$ cat config.mk
export PLATFORM = sky130hd
export DESIGN_NAME = frame_sig_rx
export DESIGN_NICKNAME = d
export VERILOG_FILES = /design/src/rtl/video_pkg.sv /design/src/rtl/crc32_d24.sv /design/src/rtl/frame_sig_rx.sv
export SDC_FILE = /design/constraint.sdc
export NUM_CORES = 1
export LEC_CHECK = 0
export ABC_CLOCK_PERIOD_IN_PS = 8800
export CAP_MARGIN = 20
export CORE_ASPECT_RATIO = 1.2
export CORE_MARGIN = 4
export CORE_UTILIZATION = 60
export CTS_CLUSTER_DIAMETER = 40
export DETAILED_ROUTE_END_ITERATION = 12
export PLACE_DENSITY = 0.89
export SYNTH_ARGS = -nofsm -noshare
export SYNTH_HDL_FRONTEND = slang
export SYNTH_SLANG_ARGS = --single-unit
$ cat constraint.sdc
create_clock -name clk_in -period 8.8 [get_ports clk_in]
set_input_delay 1.76 -clock clk_in [delete_from_list [all_inputs] [get_ports clk_in]]
set_output_delay 1.76 -clock clk_in [all_outputs]
set_load 0.01 [all_outputs]
$ cat src/rtl/video_pkg.sv
// video_pkg
// Shared definitions for the renderer and its debug sinks: default raster
// size, CRC-32 constants, error-bit indices and the signature receiver
// state encoding.
// Ports: none (package).
package video_pkg;

    localparam int H_RES_DEF = 640;
    localparam int V_RES_DEF = 480;

    localparam logic [31:0] CRC_POLY = 32'h04C1_1DB7;
    localparam logic [31:0] CRC_INIT = 32'hFFFF_FFFF;

    localparam int ERR_ORDER   = 0;
    localparam int ERR_RANGE   = 1;
    localparam int ERR_OVERRUN = 2;

    typedef enum logic {
        SYNC   = 1'b0,
        ACTIVE = 1'b1
    } rx_state_t;

endpackage

$ cat src/rtl/crc32_d24.sv
// crc32_d24
// One pixel's worth (24 bits) of non-reflected CRC-32, MSB of data first.
// Purely combinational.
// Ports:
//   crc_in  [31:0]  running CRC before this pixel
//   data    [23:0]  {r, g, b}, shifted in from bit 23 down to bit 0
//   crc_out [31:0]  running CRC after this pixel
module crc32_d24
    import video_pkg::*;
(
    input  logic [31:0] crc_in,
    input  logic [23:0] data,
    output logic [31:0] crc_out
);

    logic [31:0] c;
    logic        fb;

    always_comb begin
        c  = crc_in;
        fb = 1'b0;
        for (int i = 23; i >= 0; i--) begin
            fb = c[31] ^ data[i];
            c  = {c[30:0], 1'b0} ^ (fb ? CRC_POLY : 32'h0);
        end
        crc_out = c;
    end

endmodule

$ cat src/rtl/frame_sig_rx.sv
// frame_sig_rx
// Reduces each complete, correctly ordered active frame of a pixel stream
// to a CRC-32 signature and hands it out over a valid/ready handshake.
// Also flags raster-order, out-of-area and signature-overrun errors.
//
// state  | meaning
// -------+-----------------------------------------------------------
// SYNC   | waiting for an accepted pixel at (0,0); other pixels ignored
// ACTIVE | accumulating a frame; expecting pixel (exp_x, exp_y)
//
// Ports:
//   clk_in, rst_n_in          pixel clock, async active-low reset
//   sx_in, sy_in, de_in       pixel position and data enable
//   r_in, g_in, b_in          pixel colour
//   sig_ready_in              consumer takes the current signature
//   err_clr_in                clears sticky error bits
//   sig_out, sig_valid_out    signature and its valid flag
//   frame_cnt_out             signatures published (wraps)
//   err_out                   sticky {overrun, range, order}
module frame_sig_rx
    import video_pkg::*;
#(
    parameter int H_RES = H_RES_DEF,
    parameter int V_RES = V_RES_DEF
) (
    input  logic        clk_in,
    input  logic        rst_n_in,
    input  logic [9:0]  sx_in,
    input  logic [9:0]  sy_in,
    input  logic        de_in,
    input  logic [7:0]  r_in,
    input  logic [7:0]  g_in,
    input  logic [7:0]  b_in,
    input  logic        sig_ready_in,
    input  logic        err_clr_in,
    output logic [31:0] sig_out,
    output logic        sig_valid_out,
    output logic [15:0] frame_cnt_out,
    output logic [2:0]  err_out
);

    localparam logic [9:0] X_LAST = 10'(H_RES - 1);
    localparam logic [9:0] Y_LAST = 10'(V_RES - 1);

    // Stage 1: input register
    logic        de_q;
    logic [9:0]  sx_q, sy_q;
    logic [23:0] rgb_q;

    always_ff @(posedge clk_in or negedge rst_n_in) begin
        if (!rst_n_in) begin
            de_q  <= 1'b0;
            sx_q  <= '0;
            sy_q  <= '0;
            rgb_q <= '0;
        end else begin
            de_q  <= de_in;
            sx_q  <= sx_in;
            sy_q  <= sy_in;
            rgb_q <= {r_in, g_in, b_in};
        end
    end

    // Stage 2: ordering check and CRC accumulation
    rx_state_t   state;
    logic [31:0] crc, crc_seed, crc_next;
    logic [9:0]  exp_x, exp_y, nxt_x, nxt_y;
    logic        in_range, acc, rng_err, is_origin, is_exp, is_last;
    logic        pub_pend, ord_pend, rng_pend;

    assign in_range  = ({1'b0, sx_q} < 11'(H_RES)) && ({1'b0, sy_q} < 11'(V_RES));
    assign acc       = de_q && in_range;
    assign rng_err   = de_q && !in_range;
    assign is_origin = (sx_q == 10'd0) && (sy_q == 10'd0);
    assign is_exp    = (sx_q == exp_x) && (sy_q == exp_y);
    assign is_last   = (sx_q == X_LAST) && (sy_q == Y_LAST);

    // Next expected position is always derived from the accepted pixel;
    // every path that updates exp_* has just accepted an in-order pixel.
    assign nxt_x = (sx_q == X_LAST) ? 10'd0 : sx_q + 10'd1;
    assign nxt_y = (sx_q == X_LAST) ? sy_q + 10'd1 : sy_q;

    // A frame (re)starts from CRC_INIT whenever the pixel is not a continuation.
    assign crc_seed = (state == ACTIVE && is_exp) ? crc : CRC_INIT;

    crc32_d24 u_crc (
        .crc_in  (crc_seed),
        .data    (rgb_q),
        .crc_out (crc_next)
    );

    always_ff @(posedge clk_in or negedge rst_n_in) begin
        if (!rst_n_in) begin
            state    <= SYNC;
            crc      <= CRC_INIT;
            exp_x    <= '0;
            exp_y    <= '0;
            pub_pend <= 1'b0;
            ord_pend <= 1'b0;
            rng_pend <= 1'b0;
        end else begin
            pub_pend <= 1'b0;
            ord_pend <= 1'b0;
            rng_pend <= rng_err;
            if (acc) begin
                case (state)
                    SYNC: begin
                        if (is_origin) begin
                            crc <= crc_next;
                            if (is_last) begin
                                pub_pend <= 1'b1;   // 1x1 raster
                            end else begin
                                state <= ACTIVE;
                                exp_x <= nxt_x;
                                exp_y <= nxt_y;
                            end
                        end
                    end
                    ACTIVE: begin
                        if (is_exp) begin
                            crc <= crc_next;
                            if (is_last) begin
                                pub_pend <= 1'b1;
                                state    <= SYNC;
                            end else begin
                                exp_x <= nxt_x;
                                exp_y <= nxt_y;
                            end
                        end else begin
                            ord_pend <= 1'b1;
                            if (is_origin) begin
                                crc   <= crc_next;
                                exp_x <= nxt_x;
                                exp_y <= nxt_y;
                            end else begin
                                state <= SYNC;
                            end
                        end
                    end
                    default: state <= SYNC;
                endcase
            end
        end
    end

    // Stage 3: signature handshake and sticky errors.
    // crc still holds the finished frame here even if a new (0,0) is
    // being folded in on this same edge.
    logic       overrun;
    logic [2:0] err_ev;

    assign overrun = pub_pend && sig_valid_out && !sig_ready_in;

    always_comb begin
        err_ev              = '0;
        err_ev[ERR_ORDER]   = ord_pend;
        err_ev[ERR_RANGE]   = rng_pend;
        err_ev[ERR_OVERRUN] = overrun;
    end

    always_ff @(posedge clk_in or negedge rst_n_in) begin
        if (!rst_n_in) begin
            sig_out       <= '0;
            sig_valid_out <= 1'b0;
            frame_cnt_out <= '0;
            err_out       <= '0;
        end else begin
            if (pub_pend) begin
                sig_out       <= crc;
                sig_valid_out <= 1'b1;
                frame_cnt_out <= frame_cnt_out + 16'd1;
            end else if (sig_ready_in) begin
                sig_valid_out <= 1'b0;
            end
            err_out <= (err_clr_in ? 3'b000 : err_out) | err_ev;
        end
    end

endmodule

==> results of run 1 <==
[state kept, by name (all words and copies together), names as in the netlist, 3 cells and up]
name and cells:
exp_y 10, sx_q 10, sig_out 32, exp_x 10, sy_q 10, crc 32
rgb_q 24, err_out 3, frame_cnt_out 16
[synthesized netlist by cell type, types with 2 or more instances]
cell / n / area (sq um)
and3_1: 6 / 37.5
nor2_1: 29 / 109
o21ai_0: 31 / 155
nor4_1: 6 / 37.5
xor3_2: 2 / 50.1
and2_1: 4 / 25.0
nand2_1: 65 / 244
xnor2_4: 5 / 138
xnor3_2: 2 / 47.6
dfrtp_1: 121 / 3030
clkbuf_1: 15 / 56.3
mux2_2: 36 / 405
xnor3_1: 22 / 495
dfstp_2: 32 / 841
ha_1: 5 / 62.6
xor2_2: 6 / 97.6
nand2b_1: 3 / 18.8
xor2_4: 2 / 55.1
buf_2: 5 / 25.0
xor3_1: 3 / 71.3
inv_1: 9 / 33.8
nand3_1: 11 / 55.1
o31ai_1: 2 / 15.0
buf_1: 2 / 7.51
and4_1: 4 / 35.0
a21o_1: 4 / 30.0
or4_1: 2 / 15.0
nor4_2: 12 / 150
xnor2_1: 123 / 1080
o21ai_1: 18 / 90.1
xor2_1: 67 / 587
xnor2_2: 17 / 277
nor4b_1: 2 / 17.5
nand4_1: 7 / 43.8
[through the flow]
step           std cells  hold slack [ns]  cell area [sq um]  utilization, %  power [W]
6_report             976            0.431              10300            74.2    0.00275
2_1_floorplan        693            0.404               8570               -    0.00174
3_5_place_dp         943            0.420               9700            69.9    0.00203
4_1_cts              975            0.435              10300            74.0    0.00276
5_1_grt              976            0.463              10300            74.2    0.00289
3_3_place_gp         943            0.416               9700            69.9    0.00203
[cell type report]
class | count | area [sq um]
fill | 939 | 3580
clock buffer | 18 | 439
tap | 171 | 214
clock inverter | 14 | 139
sequential | 153 | 3870
multi-input combinational | 507 | 4560
timing repair buffer | 104 | 1050
inverter | 9 | 33.8
[per-layer routing]
metal  up-vias  routed length, microns  GRT usage [%]
met3        41                     841           4.98
met2       160                   10700           45.1
li1       2501                       -              -
met1      2671                    8100           34.0
met5         -                       0              0
met4         0                     513           8.76
[power breakdown]
part           internal (W)  switching, W  total [W]
Combinational      0.000619      0.000686    0.00131
Clock              0.000404      0.000314   0.000718
Sequential         0.000715     0.0000133   0.000729
Total               0.00174       0.00101    0.00275
[cells by family after synthesis]
kind of cell,after synthesis
mux,37
buf+inv,33
simple gates,157
fa+ha+maj,5
xor+xnor,249
flops,153
compound gates,59
[critical path, cell delays in order, from the launching register on]
cell	delay [ns]
dfrtp_1	0.43
xor2_1	0.20
nor4_2	0.48
nand3_4	0.30
nor4_1	0.34
xnor2_1	0.48
xnor3_1	0.49
xor2_2	0.41
xnor2_2	0.23
xor3_1	0.67
xnor2_1	0.52
xnor2_1	0.18
o21ai_1	0.21
[how the worst max path moves through the flow]
stage | cells past startpoint | endpoint | from | slack, ns
after floorplan | 12 | crc[12] | sx_q[7] | 4.75
after global placement | 12 | crc[3] | sx_q[6] | 3.96
after detailed placement | 12 | crc[3] | sx_q[5] | 3.91
after CTS | 12 | crc[17] | sx_q[5] | 3.77
after global routing | 12 | crc[17] | sy_q[8] | 3.58
final | 12 | crc[17] | sx_q[5] | 3.76
==> reports/qor.csv, run 1 <==
metric,value,unit
Final min period,5.04,ns
largest family of logic cells by synthesized area,XOR/XNOR gates,
final hold vios,0,
Synth Register Bits,153,
f_max,198,MHz
pwr dens,267,nW/um^2
postcts setup bufs,0,
Final HPWL DP,14.9,mm
1st-pass router iterations,8,
Synth Area in Adders,0.730,%
Worst Tran Pin Value,0.966,ns
IO Port Bufs,100,
RSZ-0062 raised after global routing,no,
"Clk pin slew, worst setup/hold paths",0.07,ns
initial antenna violation count,0,
post-synth cell types,47,
flop-to-flop setup slack,3.76,ns
n_diodes,0,
Resized cells post-CTS,0,
Max Buffers Root-to-Sink,2,
hold endpoint,err_out[0],
share of the yosys chip area belonging to registers,45.2,%
Simple-Gate Fraction of Synth Area,10.0,%
HP Start,ord_pend,
area growth from synthesis to layout,20.3,%
CP startpoint kind,register,
mean routed wirelength per cell,20.7,microns
status,"complete, no violations",
pin count of the biggest net entering global routing,89,
Synth Area in Compound Gates,3.75,%
slew margin rel.,35.1,%
CTS tree,yes,
YS warnings,0,
Main synth FF type,dfrtp_1,
Max H-tree Level,4,
Avg Vias per Cell,5.51,
"commonest non-fill, non-tap cell in the layout",xnor2_1,
mapped cell area,8570,sq um
"EDFF count, synth",0,
Peak supply drop,0.000139,V
DRC Markers,0,
max cap viols,0,
I/O pins,101,
cts hold-fix bufs,0,
TritonCTS Buffers,17,
Synth async-reset ratio,100,%
syn nets,747,
Syn Inst Count,693,
kind of critical path,reg2reg,
skew final,0.00847,ns
GRT overflow,0,
DRT iter0 DRCs,275,
proportion of synthesized area in mux cells,4.85,%
# rows,47,
Vias,5373,
vias in the first global route,5800,
Critical Path Sink Type,register,
static leakage,4.46,nW
clk sinks,153,
final WL,20.2,mm
R2R Path Start,sx_q[5],
"Max FO, Critical Path",18,
Skew-Pair Late Insertion Delay,0.44,ns
worst r2r dst,crc[17],
reg2reg path depth,12,
Die H,139,microns
Final nets,846,
antenna-violating nets left,0,
Core ar.,13900,sq um
syn_area_per_cell,12.4,sq um
"commonest non-fill, non-tap cells in the layout","123 x xnor2_1, 121 x dfrtp_1, 99 x clkdlybuf4s50_1",
GP Congestion,0.966,
Root Driver,clkbuf_16,
crit path DAT,5.39,ns
Initial Utilization,61.7,%
first-pass GRT wire length,32.3,mm
Setup Total Neg Slack,0,ns
WP data required,9.14,ns
type of the tightest min-delay check,reg2reg,
Final Cycle Share,57.3,%
pre-CTS setup slack,3.91,ns
hold path depth,1,
Die X,117,microns
final setup margin,3.76,ns
setup violators final,0,
GR Util All Layers,26.5,%
"Slew Viols, Final",0,
Post-Synth XOR/XNOR Area,33.8,%
layout cells sized above 1,19.3,%
die area,16300,sq um
Power figures use the tool's default switching activity.
==> run 2, diff against run 1 <==
--- a/config.mk
+++ b/config.mk
@@ -5,14 +5,14 @@
 export SDC_FILE = /design/constraint.sdc
 export NUM_CORES = 1
 export LEC_CHECK = 0
-export ABC_CLOCK_PERIOD_IN_PS = 8800
+export ABC_CLOCK_PERIOD_IN_PS = 4800
 export CAP_MARGIN = 20
 export CORE_ASPECT_RATIO = 1.2
 export CORE_MARGIN = 4
-export CORE_UTILIZATION = 60
+export CORE_UTILIZATION = 57
 export CTS_CLUSTER_DIAMETER = 40
 export DETAILED_ROUTE_END_ITERATION = 12
-export PLACE_DENSITY = 0.89
+export PLACE_DENSITY = 0.85
 export SYNTH_ARGS = -nofsm -noshare
 export SYNTH_HDL_FRONTEND = slang
 export SYNTH_SLANG_ARGS = --single-unit
==> constraint.sdc (replaced) <==
create_clock -name clk_in -period 4.8 [get_ports clk_in]
set_input_delay 0.96 -clock clk_in [delete_from_list [all_inputs] [get_ports clk_in]]
set_output_delay 0.96 -clock clk_in [all_outputs]
set_load 0.01 [all_outputs]
==> run 2 against run 1 <==
Routed wire length increased by 0.71%; global-route usage is 1.4 points lower; maximum frequency is 11% higher; critical endpoint is now crc[18]; clock power is 91% higher; core utilization shrank 2.0 points; sequential share of layout area down 0.68 points; largest cell class unchanged.
==> reports/qor.csv, run 2 (synthesis gave the netlist of run 1 again) <==
metric,value,unit
status,"complete, no violations",
GP Congestion,0.994,
vias in the first global route,5787,
skew final,0.0139,ns
RSZ-0062 raised after global routing,no,
"commonest non-fill, non-tap cells in the layout","123 x xnor2_1, 121 x dfrtp_1, 99 x clkdlybuf4s50_1",
Die X,120,microns
part of the power in the clock network,26.6,%
Max H-tree Level,4,
P_int,0.00334,W
DRC Markers,0,
Critical Path Sink Type,register,
pwr dens,493,nW/um^2
mean routed wirelength per cell,19.8,microns
hold slack final,0.426,ns
"commonest non-fill, non-tap cell in the layout",xnor2_1,
# rows,48,
IO Port Bufs,100,
layout cells sized above 1,20.8,%
final hold vios,0,
WP data required,5.13,ns
"Slew Viols, Final",0,
static leakage,4.54,nW
HP Start,rng_pend,
"Clk pin slew, worst setup/hold paths",0.06,ns
TritonCTS Buffers,17,
Avg Vias per Cell,5.35,
Setup Total Neg Slack,0,ns
Skew-Pair Late Insertion Delay,0.43,ns
R2R Path Start,sy_q[0],
Peak supply drop,0.000305,V
Max Buffers Root-to-Sink,2,
die area,17100,sq um
type of the tightest min-delay check,reg2reg,
crit path DAT,4.85,ns
sequential power share,25.8,%
switching power,0.00184,W
Final min period,4.53,ns
postcts setup bufs,0,
final WL,20.3,mm
flop-to-flop setup slack,0.27,ns
1st-pass router iterations,5,
Worst Tran Pin Value,0.793,ns
hold path depth,1,
first-pass GRT wire length,32.4,mm
Vias,5487,
n_diodes,0,
Initial Utilization,58.9,%
Largest regs,"crc x32, sig_out x32, rgb_q x24",
CP startpoint kind,register,
antenna-violating nets left,0,
slew margin rel.,47.1,%
Final HPWL DP,15.7,mm
Final nets,866,
kind of critical path,reg2reg,
Core ar.,14500,sq um
DRT iter0 DRCs,322,
"Max FO, Critical Path",18,
worst r2r dst,crc[18],
GRT overflow,0,
setup violators final,0,
clk sinks,153,
pin count of the biggest net entering global routing,81,
Logic pwr share,47.6,%
f_max,221,MHz
reg2reg path depth,13,
Die H,142,microns
max cap viols,0,
cts hold-fix bufs,0,
I/O pins,101,
initial antenna violation count,0,
Root Driver,clkbuf_16,
fill cell count,1041,
area growth from synthesis to layout,22.5,%
hold endpoint,err_out[1],
Resized cells post-CTS,0,
Switching Fraction,35.5,%
CTS tree,yes,
Final Cycle Share,94.4,%
GR Util All Layers,25.1,%
run 2: worst max-delay path by stage:
stage                       start       to  cells past startpoint
after floorplan           sx_q[7]  crc[12]                     12
after global placement    sy_q[0]  crc[16]                     12
after detailed placement  sy_q[0]   crc[7]                     12
after CTS                 sy_q[0]   crc[7]                     12
after global routing      sy_q[0]   crc[7]                     12
final                     sy_q[0]  crc[18]                     13
run 2: area by class of cell:
type | count | area (sq um) | share of cell area [%]
clock buffers | 20 | 437 | 4.16
clock inverters | 12 | 166 | 1.59
inverters | 9 | 33.8 | 0.322
multi-input cells | 507 | 4560 | 43.4
flip-flops and latches | 153 | 3870 | 36.9
well taps | 200 | 250 | 2.38
repair buffers | 124 | 1180 | 11.3
run 2: power groups by stage:
stage	clock network (W)	registers, W	logic, W
floorplan	0	0.00135	0.00184
global placement	0	0.00136	0.00244
detailed placement	0	0.00136	0.00243
CTS	0.00140	0.00134	0.00247
global route	0.00146	0.00134	0.00262
finish	0.00137	0.00134	0.00246
run 2: metrics by stage:
stage	utilization [%]	cell area (sq um)	total power [W]	instances	worst slack [ns]
6_report	72.2	10500	0.00518	1025	0.271
3_3_place_gp	68.1	9890	0.00380	993	0.329
4_1_cts	72.2	10500	0.00520	1025	0.269
3_5_place_dp	68.1	9890	0.00379	993	0.346
2_1_floorplan	-	8570	0.00320	693	0.745
5_1_grt	72.2	10500	0.00541	1025	0.0528
run 2: worst max-delay path: stages (launching register included):
cell and delay [ns]:
dfrtp_1 0.44, xor2_1 0.17, nor4_2 0.44, nand3_4 0.31, nor4_1 0.31, xnor2_1 0.39, xnor3_1 0.49, xor2_2 0.23
buf_4 0.21, xor3_1 0.41, xnor2_1 0.42, xor2_1 0.14, xnor2_1 0.35, o21ai_1 0.10
run 2: routing by layer:
metal | track usage [%] | share of wire [%] | vias up
met2 | 44.4 | 53 | 146
li1 | - | - | 2547
met5 | 0 | 0 | -
met3 | 3.82 | 4.0 | 28
met1 | 31.9 | 41 | 2766
met4 | 8.20 | 2.0 | 0
